[src/rtl/iq_pkg.sv]
// iq_pkg: shared defaults and entry record for the issue queue.
package iq_pkg;
  localparam int IQ_ENTRIES = 8;
  localparam int IQ_TAG_W   = 6;
  localparam int IQ_PAY_W   = 32;
  typedef struct packed {
    logic                valid;
    logic [IQ_TAG_W-1:0] src0_tag;
    logic                src0_rdy;
    logic [IQ_TAG_W-1:0] src1_tag;
    logic                src1_rdy;
    logic [IQ_TAG_W-1:0] dst_tag;
    logic [IQ_PAY_W-1:0] payload;
  } iq_entry_t;
endpackage

[src/rtl/iq_alloc_pick.sv]
// iq_alloc_pick: lowest-index one-hot pick over free slots plus any-free flag.
module iq_alloc_pick #(
  parameter int N = 8
) (
  input  logic [N-1:0] free,
  output logic [N-1:0] pick,
  output logic         any
);
  assign pick = free & (~free + N'(1));
  assign any  = |free;
endmodule

[src/rtl/issue_queue_client.sv]
// issue_queue_client: wakeup/select issue queue with registered single issue.
module issue_queue_client
  import iq_pkg::*;
#(
  parameter int ENTRIES = IQ_ENTRIES,
  parameter int TAG_W   = IQ_TAG_W,
  parameter int PAY_W   = IQ_PAY_W
) (
  input  logic               clk_i,
  input  logic               rst_i,
  input  logic               flush_i,
  input  logic               disp_valid_i,
  output logic               disp_ready_o,
  input  logic [TAG_W-1:0]   disp_src0_tag_i,
  input  logic [TAG_W-1:0]   disp_src1_tag_i,
  input  logic               disp_src0_rdy_i,
  input  logic               disp_src1_rdy_i,
  input  logic [TAG_W-1:0]   disp_dst_tag_i,
  input  logic [PAY_W-1:0]   disp_pay_i,
  input  logic               wb_valid_i,
  input  logic [TAG_W-1:0]   wb_tag_i,
  output logic [ENTRIES-1:0] req_o,
  input  logic [ENTRIES-1:0] grant_i,
  output logic               iss_valid_o,
  output logic [TAG_W-1:0]   iss_dst_tag_o,
  output logic [PAY_W-1:0]   iss_pay_o,
  output logic               grant_err_o
);
  iq_entry_t          ent [ENTRIES];
  iq_entry_t          sel;
  logic [ENTRIES-1:0] valid, req_v, alloc_oh, honoured, gnt_oh;
  logic               disp_fire, grant_bad;
  always_comb begin
    valid = '0;
    req_v = '0;
    for (int i = 0; i < ENTRIES; i++) begin
      valid[i] = ent[i].valid;
      req_v[i] = ent[i].valid & ent[i].src0_rdy & ent[i].src1_rdy;
    end
  end
  iq_alloc_pick #(.N(ENTRIES)) u_pick (
    .free (~valid),
    .pick (alloc_oh),
    .any  (disp_ready_o)
  );
  assign req_o     = req_v;
  assign disp_fire = disp_valid_i & disp_ready_o;
  assign honoured  = grant_i & req_v;
  assign gnt_oh    = honoured & (~honoured + ENTRIES'(1));
  assign grant_bad = (|(grant_i & ~req_v)) | (|(grant_i & (grant_i - ENTRIES'(1))));
  always_comb begin
    sel = '0;
    for (int i = 0; i < ENTRIES; i++)
      sel = gnt_oh[i] ? ent[i] : sel;
  end
  always_ff @(posedge clk_i or posedge rst_i) begin
    if (rst_i) begin
      for (int i = 0; i < ENTRIES; i++) ent[i] <= '0;
      iss_valid_o   <= 1'b0;
      iss_dst_tag_o <= '0;
      iss_pay_o     <= '0;
      grant_err_o   <= 1'b0;
    end else begin
      grant_err_o <= grant_err_o | grant_bad;
      iss_valid_o <= !flush_i && (|gnt_oh);
      if (!flush_i && (|gnt_oh)) begin
        iss_dst_tag_o <= sel.dst_tag;
        iss_pay_o     <= sel.payload;
      end
      for (int i = 0; i < ENTRIES; i++) begin
        if (flush_i) ent[i].valid <= 1'b0;
        else begin
          if (wb_valid_i && ent[i].valid && ent[i].src0_tag == wb_tag_i) ent[i].src0_rdy <= 1'b1;
          if (wb_valid_i && ent[i].valid && ent[i].src1_tag == wb_tag_i) ent[i].src1_rdy <= 1'b1;
          if (gnt_oh[i]) ent[i].valid <= 1'b0;
          // a freshly dispatched source can be woken by the broadcast it races with
          if (disp_fire && alloc_oh[i])
            ent[i] <= '{valid:    1'b1,
                        src0_tag: disp_src0_tag_i,
                        src0_rdy: disp_src0_rdy_i | (wb_valid_i && disp_src0_tag_i == wb_tag_i),
                        src1_tag: disp_src1_tag_i,
                        src1_rdy: disp_src1_rdy_i | (wb_valid_i && disp_src1_tag_i == wb_tag_i),
                        dst_tag:  disp_dst_tag_i,
                        payload:  disp_pay_i};
        end
      end
    end
  end
endmodule

[config.mk]
export PLATFORM = sky130hd
export DESIGN_NAME = issue_queue_client
export DESIGN_NICKNAME = d
export VERILOG_FILES = /design/src/rtl/iq_pkg.sv /design/src/rtl/iq_alloc_pick.sv /design/src/rtl/issue_queue_client.sv
export SDC_FILE = /design/constraint.sdc
export NUM_CORES = 1
export LEC_CHECK = 0
export ABC_AREA = 1
export CORE_AREA = 4 4 195 197
export DETAILED_ROUTE_END_ITERATION = 10
export DIE_AREA = 0 0 199 201
export PLACE_DENSITY = 0.79
export SETUP_SLACK_MARGIN = 0.5
export SLEW_MARGIN = 20
export SYNTH_ARGS = -nofsm -noshare
export SYNTH_HDL_FRONTEND = slang
export SYNTH_SLANG_ARGS = --single-unit
[constraint.sdc]
create_clock -name clk_i -period 18.25 [get_ports clk_i]
set_clock_uncertainty 0.1 [all_clocks]
set_input_delay 2.7375 -clock clk_i [delete_from_list [all_inputs] [get_ports clk_i]]
set_output_delay 2.7375 -clock clk_i [all_outputs]
set_load 0.005 [all_outputs]
==> run metrics, run 1 <==
Non-Filler Instances 3224; total power ~0.0026 W; Hold Fails Final Rpt 0; Yosys reg bits about 460; CTS Hold Bufs 0; Top Layer Used met5; post-CTS setup buffers 0; total of max-cap violations 0; Synth Area per Inst just over 8 sq um; Final Max Tran Viols 0; grt ovf 0; share of layout cells above drive strength 1 roughly 5.0%; FP Rows 70; DRT iter0 DRCs around 1900; Buffers & Inverters on Critical Path 2; Routed WL per cell around 18 microns; Clk Latency, worst-skew pair just under 600 ps; # placed instances between 3000 and 4000; CP cell instances clkdlybuf4s50_1 -> nand4_4 -> nand2_1 -> nor2_4 -> nand3b_1 -> buf_4 -> nor2_1 -> nor2_1 -> nand2_1 -> nand2_1 -> nand2_1; Initial Utilization 59.63%; largest net degree at the start of global routing ~190; Critical Path RT approximately 19000 ps; fmax between 150 and 200 MHz; Final period util around a third; combinational power share roughly an eighth; global-route wire length before repair between 90 and 100 mm; Core Util, Final between 60% and 70%; VDD IR-drop max between 80 and 90 uV; Clk pwr share roughly two fifths; Synth area leaders dfrtp_1, nand2_1, o21ai_0, nor2_1, nand3_1; min-delay worst type reg -> reg; CP max FO 42; met3 WL post-DR 4.739 mm; Setup crit end kind flop; Gate Count Post-Synth approximately 2700; Worst slew margin between 20% and 30%; Pwr per Cell Area around 100 nW/um^2; Most used DFF post-synth dfrtp_1; startpoint class of the critical path primary input; IO Port Bufs 119; post-synthesis cell area approximately 22000 sq um; P&R area growth vs syn 13.23%; Post-CTS Resized 0; max incr delay on CP between 600 and 700 ps; most used cell, CP nand2_1; sw frac 25.76%; Die Y between 200 and 250 microns; die area approximately 40000 sq um; sequential power share 47.9%; Slew @ Worst Pin 1118 ps; met2 WL approximately 27 mm; vias in the first global route 18480; RSZ-0062 raised after global routing false; Pleak around 12 nW; Psw about 0.00066 W; fillcell total between 2000 and 3000; total CTS buffers 48; CTS H-tree lvls 2; TritonCTS clock tree yes; ys async rst share between 90% and 100%; r2r startpoint ent[423]; IO Count 120; CP Data Arrival Time just over 6000 ps; Post-synth EDFFs 0; register area share after synthesis ~54%; Hold Path Sink ent[163]; DRT Pass-1 Iters 6; CTS Root Cell clkbuf_16; Synth warnings 0; setup TNS 0 ps; final wirelength approximately 58 mm; M1 wire length approximately 24 mm; Critical R2R Capture iss_pay_o[24]; clock sinks ~460; # nets final ~2800; RD Place Congestion 0.8946; Vias between 15000 and 20000; critical path class in -> reg; Setup-failing EPs final 0; Reg2Reg Setup Slack around 15000 ps; Clock Path Buffers 3; CP max-delay cell nand4_4; area leader, netlist dfrtp_1; Via density around 5.7; Post-DP Area 22790 sq um; delay-heaviest family, CP simple AND/OR/NAND/NOR gates; Net Count, Synth 2758; detailed placement HPWL roughly 33 mm; Antenna Violating Nets Remaining 0; status completed; fin area roughly 24000 sq um; Core ar. between 30000 and 40000 sq um; DRC 0; HP Start ent[163]; Die W between 150 and 200 microns; internal power ~0.0019 W; Netlist cell types 40; gr usage total between 20% and 30%; Hold Crit Depth 2; Tmin final between 5000 and 6000 ps; initial antenna violation count 1; worst r2r path cells 10; top cell type's share of synthesized area around 54%; clock slew seen by the registers of the worst setup and hold paths around 60 ps; diode count 0
-- layout by cell type, fill, tap and decap left out, drive strengths merged --
cell / netlist / final
nand2: 765 / 765
dfrtp: 464 / 464
o21ai: 432 / 432
nor2: 274 / 274
inv: 226 / 228
nand3: 201 / 201
clkdlybuf4s50: 0 / 119
clkbuf: 57 / 67
xor2: 37 / 37
xnor2: 22 / 22
buf: 102 / 19
nor3: 17 / 17
clkinv: 4 / 17
a21oi: 16 / 16
nand4: 15 / 15
o22ai: 13 / 13
or2: 11 / 11
nor4: 9 / 9
bufinv: 0 / 8
a211oi: 7 / 7
o211ai: 5 / 5
o2111ai: 3 / 3
o21bai: 2 / 2
nand3b: 1 / 1
and2: 1 / 1
nor4b: 1 / 1
a221oi: 1 / 1
a22o: 1 / 1
-- metal layers --
metal / up-vias / track usage, %
met5: - / 0
met4: 2 / 10.63
met3: 155 / 4.767
met2: 815 / 46.33
met1: 8893 / 41.26
li1: 8632 / -
-- power by group through the flow --
stage	Clock, W	Combinational (W)	Sequential [W]
floorplan	0	0.000191	0.00122
global placement	0	0.000284	0.00124
detailed placement	0	0.000296	0.00124
CTS	0.00105	0.000300	0.00123
global route	0.00110	0.000340	0.00124
finish	0.00104	0.000299	0.00123
-- state kept, by name (all words and copies together), names as in the netlist --
signal,cells
iss_dst_tag_o,6
iss_valid_o,1
ent,424
grant_err_o,1
iss_pay_o,32
-- final cells by class --
type	count	area [sq um]	area share (%)
clock buffers	67	1344	5.489
multi-input cells	1834	8402	34.32
well taps	468	585.6	2.392
clock inverters	23	322.8	1.319
flip-flops and latches	464	11610	47.43
repair buffers	138	1346	5.499
inverters	230	870.8	3.557
-- per-stage QoR --
stage	hold slack, ps	setup slack, ps
finish	383.1	12490
global route	398.5	12290
CTS	386.1	12450
detailed placement	365.1	11870
global placement	364.8	11970
floorplan	353.0	2474
-- synth_stat cells, types with 14 or more instances --
cell type	count
xor2_1	37
o21ai_0	261
clkbuf_1	55
inv_1	222
buf_2	69
a21oi_1	15
dfrtp_1	464
nand2_1	764
nand3_1	201
buf_6	17
xnor2_1	22
nor3_1	14
nor2_1	271
o21ai_1	168
-- worst max path at each step --
stage | from | end | slack [ps] | cells after the start
floorplan | rst_i | ent[0] | 2470 | 1
global placement | grant_i[0] | iss_pay_o[31] | 11970 | 10
detailed placement | grant_i[0] | iss_pay_o[12] | 11870 | 10
CTS | grant_i[0] | iss_pay_o[10] | 12450 | 10
global route | grant_i[0] | iss_pay_o[24] | 12290 | 11
finish | grant_i[0] | iss_pay_o[24] | 12490 | 11
-- cell families (layout without fill, tap and decap cells) --
| family | after synthesis | count (layout) | synth area share, % |
|---|---|---|---|
| xor gates and xnor gates | 59 | 59 | 2.390 |
| buffers and inverters | 389 | 458 | 7.928 |
| DFF | 464 | 464 | 53.70 |
| and+or+nand+nor | 1295 | 1295 | 24.44 |
| AOI/OAI and AO/OA | 480 | 480 | 11.54 |
-- worst reg2reg max path: stages (launching register included) --
cell      delay [ps]
dfrtp_1          590
nand4_4          740
nand2_1          520
nor2_4            70
nand3b_1         630
buf_4            470
nor2_1           100
nor2_1           130
nand2_1           70
nand2_1           60
nand2_1           50
Note: power is estimated with default switching activity, not from simulation.
==> run 2, diff against run 1 <==
==> constraint.sdc (replaced) <==
create_clock -name clk_i -period 5.82 [get_ports clk_i]
set_clock_uncertainty 0.1 [all_clocks]
set_input_delay 0.873 -clock clk_i [delete_from_list [all_inputs] [get_ports clk_i]]
set_output_delay 0.873 -clock clk_i [all_outputs]
set_load 0.005 [all_outputs]
==> run 2 against run 1 <==
  * Cell area rose by 0.10%
  * Sequential cell count did not move
  * Critical path depth did not move
  * Die area did not move
  * Via count rose by 0.24%
  * Total power rose to 3.1 times the previous value
  * Non-clock buffer count rose by 9
  * Largest power group unchanged
==> run metrics, run 2 (same netlist as run 1, synthesis figures left out) <==
status completed; IO Count 120; initial antenna violation count 0; total CTS buffers between 40 and 50; share of layout cells above drive strength 1 under 10%; detailed placement HPWL roughly 35 mm; Most flops, register ent; post-CTS setup buffers 0; fmax 258.5 MHz; Initial Utilization between 50% and 60%; die area 40000 sq um; Setup-failing EPs final 0; commonest non-fill, non-tap cell in the layout nand2_1; most frequent cells in the layout nand2_1, dfrtp_1, nor2_1; Clk Latency, worst-skew pair 580 ps; startpoint class of the critical path primary input; CTS H-tree lvls 2; Post-DP Area 22890 sq um; Antenna Violating Nets Remaining 0; Critical R2R Capture iss_pay_o[12]; CP max FO 42; DRC 0; Die W just under 200 microns; vias in the first global route 18310; Slew @ Worst Pin ~1100 ps; Pleak between 10 and 15 nW; crit path to iss_pay_o[12]; Pwr per Cell Area 324.0 nW/um^2; fillcell total a little under 3000; total of max-cap violations 0; setup TNS 0 ps; Vias between 15000 and 20000; # nets final between 2000 and 3000; Fin Hold WS between 300 and 400 ps; Clock Path Buffers 3; Core ar. roughly 36000 sq um; Non-Filler Instances about 3200; leading registers by flop count ent: 424 flops, iss_pay_o: 32 flops, iss_dst_tag_o: 6 flops; min-delay worst type reg -> reg; worst r2r path cells 10; r2r startpoint ent[423]; Tmin final slightly below 4000 ps; RSZ-0062 raised after global routing false; largest net degree at the start of global routing approximately 150; diode count 0; fin area approximately 25000 sq um; max reg flops between 400 and 500; clock sinks approximately 460; Post-CTS Resized 0; Setup crit end kind flop; Die Y 201 microns; clock slew seen by the registers of the worst setup and hold paths approximately 60 ps; IO Port Bufs ~120; Critical Path RT roughly 6200 ps; Reg2Reg Setup Slack 2270 ps; Final period util between 60% and 70%; CP Data Arrival Time between 4000 and 5000 ps; grt ovf 0; VDD IR-drop max around 260 uV; CTS Hold Bufs 0; Hold Fails Final Rpt 0; gr usage total around 30%; DRT iter0 DRCs 2123; Worst slew margin 23.74%; DRT Pass-1 Iters 6; Routed WL per cell around 18 microns; global-route wire length before repair ~96 mm; TritonCTS clock tree yes; # placed instances roughly 3100; Setup crit start grant_i[0]; Final Max Tran Viols 0; final wirelength slightly below 60 mm; RD Place Congestion just over 0.9; FP Rows 70; critical path class in -> reg; CTS Root Cell clkbuf_16; P&R area growth vs syn 13.35%; Via density about 5.7
==> run 2: cell type report <==
cell class                 instances  area [sq um]  area share [%]
clock inverter                    19         254.0           1.036
inverter                         230         867.1           3.538
timing repair buffer             147          1451           5.922
tap                              468         585.6           2.389
sequential                       464         11610           47.38
multi-input combinational       1834          8392           34.24
clock buffer                      65          1346           5.493
==> run 2: worst max-delay path: stages <==
cell and delay, ps:
clkdlybuf4s50_1 600, nand4_4 690, nand2_1 520, inv_1 150, nand3_2 680, buf_12 300, nor2_1 80, nor2_1 110
nand3_1 90, nand2_1 60, inv_1 40
==> run 2: worst min path at each step <==
stage          slack (ps)           from             to  cells past startpoint
2_1_floorplan         350       ent[106]       ent[106]                      2
3_3_place_gp          360  iss_pay_o[28]  iss_pay_o[28]                      2
3_5_place_dp          360  iss_pay_o[14]  iss_pay_o[14]                      2
4_1_cts               380  iss_pay_o[14]  iss_pay_o[14]                      2
5_1_grt               400        ent[13]        ent[13]                      2
6_report              380  iss_pay_o[21]  iss_pay_o[21]                      2
==> run 2: power by group <==
group	internal, W	switching [W]	leakage (nW)
Clock	0.00188	0.00127	0.788
Sequential	0.00360	0.000247	6.21
Combinational	0.000410	0.000538	4.99
Total	0.00589	0.00205	12.0
==> run 2: per-layer routing <==
layer / vias up / global-route usage, % / wire (microns)
met3: 150 / 5.253 / 4799
met1: 8905 / 41.07 / 24410
met5: - / 0 / 0
met2: 842 / 47.20 / 27230
met4: 0 / 10.85 / 1982
li1: 8645 / - / -
==> run 2: per-stage QoR <==
stage               total power [W]  setup slack [ps]  util (%)
floorplan                  0.004425             -1434         -
global placement           0.004772              1618     63.13
detailed placement         0.004826              1470     63.13
CTS                        0.007967              2083     67.54
global route               0.008284              1784     67.59
finish                     0.007941              1951     67.59
